[src/rtl/obstacle_gen_pkg.sv]
// Shared lane-hazard definitions, also used by the score/collision block.
package obstacle_gen_pkg;

  localparam int LANES       = 3;
  localparam int FAST_HZ_AMT = 500;

  // Taps at bits 15, 13, 12, 10 (x^16 + x^14 + x^13 + x^11 + 1)
  localparam logic [15:0] LFSR_TAPS      = 16'hB400;
  localparam logic [15:0] LFSR_SAFE_SEED = 16'h0001;

  typedef logic [LANES-1:0] lane_row_t;

  typedef enum logic [LANES-1:0] {
    LANE_NONE  = 3'b000,
    LANE_RIGHT = 3'b001,
    LANE_MID   = 3'b010,
    LANE_LEFT  = 3'b100
  } lane_e;

  localparam lane_row_t ROW_FULL = 3'b111;

  function automatic logic [15:0] lfsr_step(input logic [15:0] s);
    return {s[14:0], ^(s & LFSR_TAPS)};
  endfunction

endpackage

[src/rtl/obstacle_gen_if.sv]
// Lane-hazard interface between the obstacle generator and the score/collision block.
interface obstacle_gen_if;
  import obstacle_gen_pkg::*;

  logic      game_over;
  lane_row_t obstacle1;
  lane_row_t obstacle2;
  lane_row_t obstacle3;
  lane_row_t obstacle4;
  logic      row_tick;

  modport master (
    input  game_over,
    output obstacle1, obstacle2, obstacle3, obstacle4, row_tick
  );

  modport slave (
    output game_over,
    input  obstacle1, obstacle2, obstacle3, obstacle4, row_tick
  );

endinterface

[src/rtl/obstacle_gen_lfsr16.sv]
// 16-bit Fibonacci LFSR that steps only when asked; a zero seed is replaced so it never locks up.
module lfsr16
  import obstacle_gen_pkg::*;
(
  input  logic        clk,
  input  logic        rst,
  input  logic [15:0] seed,
  input  logic        advance,
  output logic [15:0] q
);

  logic [15:0] q_d, q_q;

  always_comb begin
    q_d = q_q;
    if (advance) q_d = lfsr_step(q_q);
  end

  always_ff @(posedge clk) begin
    if (!rst) q_q <= (seed == 16'h0000) ? LFSR_SAFE_SEED : seed;
    else      q_q <= q_d;
  end

  assign q = q_q;

endmodule

[src/rtl/obstacle_gen.sv]
// Generates gapped pseudo-random 3-lane obstacle rows and scrolls them toward the player,
// shortening the row period over time; everything freezes while game_over is high.
module obstacle_gen
  import obstacle_gen_pkg::*;
#(
  parameter int          START_TICKS_PER_ROW = 250,
  parameter int          END_TICKS_PER_ROW   = 50,
  parameter int          TICKS_TO_SPEEDUP    = 750,
  parameter int          GAP_ROWS            = 1,
  parameter logic [15:0] LFSR_SEED           = 16'hACE1
) (
  input  logic          fast_hz,
  input  logic          rst,
  obstacle_gen_if.master bus
);

  localparam int CW = 16;
  localparam int GW = 8;
  localparam logic [CW-1:0] START_TPR  = CW'(START_TICKS_PER_ROW);
  localparam logic [CW-1:0] END_TPR    = CW'(END_TICKS_PER_ROW);
  localparam logic [CW-1:0] SPEED_LAST = CW'(TICKS_TO_SPEEDUP - 1);
  localparam logic [GW-1:0] GAP_LIM    = GW'(GAP_ROWS);

  logic [CW-1:0] counter_d, counter_q;
  logic [CW-1:0] speed_d, speed_q;
  logic [CW-1:0] tpr_d, tpr_q;
  logic [GW-1:0] gap_d, gap_q;
  lane_row_t     o1_d, o1_q, o2_d, o2_q, o3_d, o3_q, o4_d, o4_q;
  logic          row_tick_d, row_tick_q;

  logic          running;
  logic          shift;
  lane_row_t     new_row;
  logic [15:0]   lfsr_val;
  logic          unused_lfsr;

  assign running = !bus.game_over;
  // >= rather than == so a period shortened mid-row cannot skip past the terminal count
  assign shift   = running && (counter_q >= tpr_q - 1'b1);

  lfsr16 u_lfsr (
    .clk     (fast_hz),
    .rst     (rst),
    .seed    (LFSR_SEED),
    .advance (shift),
    .q       (lfsr_val)
  );

  assign unused_lfsr = ^lfsr_val[15:3];

  always_comb begin
    new_row = LANE_NONE;
    gap_d   = gap_q;
    if (shift) begin
      if (gap_q < GAP_LIM) begin
        new_row = LANE_NONE;
        gap_d   = gap_q + 1'b1;
      end else begin
        new_row = (lfsr_val[2:0] == ROW_FULL) ? LANE_MID : lfsr_val[2:0];
        // an empty pick leaves the gap satisfied, so the next row may be non-empty
        if (new_row != LANE_NONE) gap_d = '0;
      end
    end
  end

  always_comb begin
    counter_d  = counter_q;
    speed_d    = speed_q;
    tpr_d      = tpr_q;
    row_tick_d = 1'b0;
    o1_d       = o1_q;
    o2_d       = o2_q;
    o3_d       = o3_q;
    o4_d       = o4_q;
    if (running) begin
      if (speed_q == SPEED_LAST) begin
        speed_d = '0;
        if (tpr_q > END_TPR) tpr_d = tpr_q - 1'b1;
      end else begin
        speed_d = speed_q + 1'b1;
      end
      if (shift) begin
        counter_d  = '0;
        row_tick_d = 1'b1;
        o4_d       = o3_q;
        o3_d       = o2_q;
        o2_d       = o1_q;
        o1_d       = new_row;
      end else begin
        counter_d = counter_q + 1'b1;
      end
    end
  end

  always_ff @(posedge fast_hz) begin
    if (!rst) begin
      counter_q  <= '0;
      speed_q    <= '0;
      tpr_q      <= START_TPR;
      gap_q      <= '0;
      o1_q       <= '0;
      o2_q       <= '0;
      o3_q       <= '0;
      o4_q       <= '0;
      row_tick_q <= 1'b0;
    end else begin
      counter_q  <= counter_d;
      speed_q    <= speed_d;
      tpr_q      <= tpr_d;
      gap_q      <= gap_d;
      o1_q       <= o1_d;
      o2_q       <= o2_d;
      o3_q       <= o3_d;
      o4_q       <= o4_d;
      row_tick_q <= row_tick_d;
    end
  end

  assign bus.obstacle1 = o1_q;
  assign bus.obstacle2 = o2_q;
  assign bus.obstacle3 = o3_q;
  assign bus.obstacle4 = o4_q;
  assign bus.row_tick  = row_tick_q;

endmodule

[src/flat_wrapper.sv]
// flat-port wrapper written by rule: the top's interface ports become plain ports
module obstacle_gen_flat import obstacle_gen_pkg::*;
#(
  parameter int          START_TICKS_PER_ROW = 250,
  parameter int          END_TICKS_PER_ROW   = 50,
  parameter int          TICKS_TO_SPEEDUP    = 750,
  parameter int          GAP_ROWS            = 1,
  parameter logic [15:0] LFSR_SEED           = 16'hACE1
)
  (fast_hz, rst, bus_game_over, bus_obstacle1, bus_obstacle2, bus_obstacle3, bus_obstacle4, bus_row_tick);
  obstacle_gen_if bus_i ();
  input  logic fast_hz;
  input  logic rst;
  input wire logic [$bits(bus_i.game_over)-1:0] bus_game_over;
  output wire logic [$bits(bus_i.obstacle1)-1:0] bus_obstacle1;
  output wire logic [$bits(bus_i.obstacle2)-1:0] bus_obstacle2;
  output wire logic [$bits(bus_i.obstacle3)-1:0] bus_obstacle3;
  output wire logic [$bits(bus_i.obstacle4)-1:0] bus_obstacle4;
  output wire logic [$bits(bus_i.row_tick)-1:0] bus_row_tick;
  assign bus_i.game_over = bus_game_over;
  assign bus_obstacle1 = bus_i.obstacle1;
  assign bus_obstacle2 = bus_i.obstacle2;
  assign bus_obstacle3 = bus_i.obstacle3;
  assign bus_obstacle4 = bus_i.obstacle4;
  assign bus_row_tick = bus_i.row_tick;
  obstacle_gen #(.START_TICKS_PER_ROW(START_TICKS_PER_ROW), .END_TICKS_PER_ROW(END_TICKS_PER_ROW), .TICKS_TO_SPEEDUP(TICKS_TO_SPEEDUP), .GAP_ROWS(GAP_ROWS), .LFSR_SEED(LFSR_SEED)) u_core (.fast_hz(fast_hz), .rst(rst), .bus(bus_i));
endmodule
[config.mk]
export PLATFORM = sky130hd
export DESIGN_NAME = obstacle_gen_flat
export DESIGN_NICKNAME = d
export VERILOG_FILES = /design/src/rtl/obstacle_gen_pkg.sv /design/src/rtl/obstacle_gen_if.sv /design/src/rtl/obstacle_gen_lfsr16.sv /design/src/rtl/obstacle_gen.sv /design/src/flat_wrapper.sv
export SDC_FILE = /design/constraint.sdc
export NUM_CORES = 1
export LEC_CHECK = 0
export ABC_AREA = 1
export CORE_ASPECT_RATIO = 0.5
export CORE_UTILIZATION = 40
export DETAILED_ROUTE_END_ITERATION = 7
export DONT_BUFFER_PORTS = 1
export PLACE_DENSITY = 0.64
export RECOVER_POWER = 25
export SLEW_MARGIN = 20
export SYNTH_ARGS = -nofsm -noshare
export SYNTH_HDL_FRONTEND = slang
export SYNTH_SLANG_ARGS = --single-unit
[constraint.sdc]
create_clock -name fast_hz -period 3.5 [get_ports fast_hz]
set_input_delay 0.35 -clock fast_hz [delete_from_list [all_inputs] [get_ports fast_hz]]
set_output_delay 0.35 -clock fast_hz [all_outputs]
set_load 0.02 [all_outputs]
==> results_dict.tcl <==
set metrics [dict create \
    outcome "completed" \
    p_per_area_mw_per_mm2 402.1 \
    fin_skew_ns 0.008408 \
    cts-root-buf "clkbuf_16" \
    cp_max_fo 19 \
    finalPower_w 0.001919 \
    grt_overflow 0 \
    grt_pass1_vias 3432 \
    pwr-share-seq 0.509 \
    area.growth.synth_to_final_pct 7.378 \
    crit_chain "inv_1 > ha_1 > nand2_2 > nor2_4 > nand3_1 > o31ai_1 > inv_1 > ha_1 > nand2_1 > o21ai_0 > a21oi_1 > nand2_2 > nand2_4 > clkinv_1 > nand2_1 > nand3_1" \
    worst_slack_ns 0.4346 \
    post-place-ws_ns 0.4474 \
    numPortBuffers 0 \
    hold_viol_final 0 \
    htree_num_levels 3 \
    clock_power_share 0.474 \
    syn_nets 648 \
    cp-start-kind "flip-flop" \
    first_iter_violations 266 \
    post_cts_buffers 0 \
    synthCells 622 \
    cts_inserted_buffers 9 \
    wl_per_cell_um 11.79 \
    slew_violations 0 \
    clk_latency_ns 0.34 \
    period_share 0.8758 \
    postRouteAntennaNets 0 \
    cts_hold_buf 0 \
    dr_total_vias 3683 \
    antennaDiodeCount 0 \
    maxCapViolations 0 \
    clock_sink_count 85 \
    drive_above_1_share 0.06602 \
    fp-row-count 26 \
    cts_resized 0 \
    final_common_cell "nand2_1" \
    utilization 0.4540 \
    nNetsFinal 643 \
    p_leak_nw 2.074 \
    cp_slowest_cell "dfxtp_1" \
    power.share.combinational 0.017 \
    ys_ff_latch 85 \
    routed_wl_mm 8.971 \
    hpwl_mm 6.398 \
    slowest_delay_ns 0.32 \
    yosysWarnings 0 \
    required_ns 3.73 \
    period_minus_slack_ns 3.065 \
    cts_tree "yes" \
    via_per_inst 4.840 \
    end_kind "flip-flop" \
    start_util 0.4228 \
    fillCellCount 1075 \
    dr.pass1.iters 4 \
    clk_pin_slew_ns 0.07 \
    rsz0062_at_grt "no" \
    yosysSeqAreaShare 0.3830 \
    switching_power_w 0.0004319 \
    yosysUniqueCellTypes 38 \
    synth_area_mm2 0.004443 \
    antenna_found_initial 0 \
    critPathKind "flip-flop to flip-flop" \
    drc 0 \
    io_pins 16 \
    internal_power_w 0.001487 \
    die_h_um 76.53 \
    routabilityCongestion 0.8626 \
    swShare 0.2251 \
    hold_class "input port to flip-flop" \
    grt_pass1_wl_mm 15.84 \
    die_area_mm2 0.01156 \
    final_cell_mix "nand2_1, dfxtp_1, nor2_1, inv_1, nand3_1" \
    finalSetupTns_ns 0 \
    dieWidth_um 151.0 \
    syn_area_per_cell_um2 7.143 \
    ir_drop_uv 271.7 \
    grt_max_degree 44 \
    worst_pin_slew_ns 0.4482 \
    setup-violations-final 0 \
    grt_use_total 0.1717 \
    max_freq_mhz 326.2 \
    worstPathArrival_ns 3.29 \
    relSlewSlack 0.7001 \
    cts_buffer_depth 2 \
    core_mm2 0.01051 \
]
==> cells by family after synthesis <==
group           synth area share
simple gates              0.3278
buf+inv                  0.09631
flops                     0.3830
compound gates           0.08476
fa+ha+maj                0.06477
xor+xnor                 0.04337
==> cells in the mapped netlist, drive strengths merged <==
cell type | number | area [um^2]
nand4 | 12 | 81.33
o211a | 1 | 10.01
xor2 | 14 | 122.6
nor2 | 80 | 332.8
a21oi | 28 | 143.9
o21ai | 24 | 120.1
clkinv | 1 | 3.750
dfxtp | 85 | 1702
buf | 14 | 116.4
and3 | 1 | 6.260
nand3 | 45 | 235.2
nor4 | 5 | 31.28
nor3 | 20 | 120.1
or2 | 2 | 12.51
clkbuf | 4 | 15.01
nor3b | 1 | 7.510
nand3b | 1 | 7.510
ha | 23 | 287.8
xnor2 | 8 | 70.07
nand2 | 161 | 621.8
o21bai | 1 | 7.510
o31ai | 2 | 15.01
o22ai | 2 | 12.51
o211ai | 9 | 67.56
inv | 78 | 292.8
==> sequential cells by signal, indices dropped and copies added, names as in the netlist <==
name and flops:
u_core.bus.row_tick 1, u_core.tpr_q 16, u_core.bus.obstacle1 3, u_core.counter_q 16, u_core.gap_q 8, u_core.u_lfsr.q 16
u_core.bus.obstacle2 3, u_core.speed_q 16, u_core.bus.obstacle3 3, u_core.bus.obstacle4 3
==> power groups by stage <==
stage / Clock (W) / Sequential (W) / Combinational (W)
global route: 0.000967 / 0.000977 / 0.0000387
detailed placement: 0 / 0.000998 / 0.0000340
CTS: 0.000934 / 0.000976 / 0.0000343
finish: 0.000909 / 0.000976 / 0.0000333
floorplan: 0 / 0.000997 / 0.0000368
global placement: 0 / 0.000998 / 0.0000332
==> worst max-delay path, delay by kind of cell, from the launching register on <==
family,cells,cell delay (ns)
flip-flops,1,0.32
adder cells (fa/ha/maj),2,0.50
AO/OA/AOI/OAI,3,0.57
buffers and inverters,3,0.54
AND/OR/NAND/NOR,8,1.01
==> path summary, 6_finish.rpt <==
path                    from  cells after the start                 end  slack, ns
min                      rst                      1  u_core.u_lfsr.q[0]       0.10
max reg2reg  u_core.tpr_q[0]                     16  u_core.u_lfsr.q[6]       0.43
min reg2reg  u_core.gap_q[3]                      2     u_core.gap_q[3]       0.43
max          u_core.tpr_q[0]                     16  u_core.u_lfsr.q[6]       0.43
==> routing by layer <==
layer	global-route usage	wire length (um)	share of wire
met5	0	0	0
met4	0.04200	76	0.0085
met3	0.04431	362	0.040
met2	0.2693	3824	0.43
met1	0.2333	4708	0.52
==> final cells by class <==
class,instances,area (um^2),share of cell area
timing repair buffer,2,15.01,0.003147
inverter,79,296.5,0.06216
tap,140,175.2,0.03672
sequential,85,1702,0.3567
clock buffer,10,239.0,0.05009
clock inverter,5,42.54,0.008917
multi-input combinational,440,2301,0.4823
==> through the flow <==
| step | cell area, um^2 | hold slack, ns | std cells |
|---|---|---|---|
| 2_1_floorplan | 4443 | 0.4118 | 622 |
| 3_3_place_gp | 4502 | 0.4256 | 746 |
| 3_5_place_dp | 4502 | 0.4237 | 746 |
| 4_1_cts | 4783 | 0.08504 | 761 |
| 5_1_grt | 4771 | 0.08672 | 761 |
| 6_report | 4771 | 0.1003 | 761 |
No activity file was read; power rests on OpenSTA's default activity.
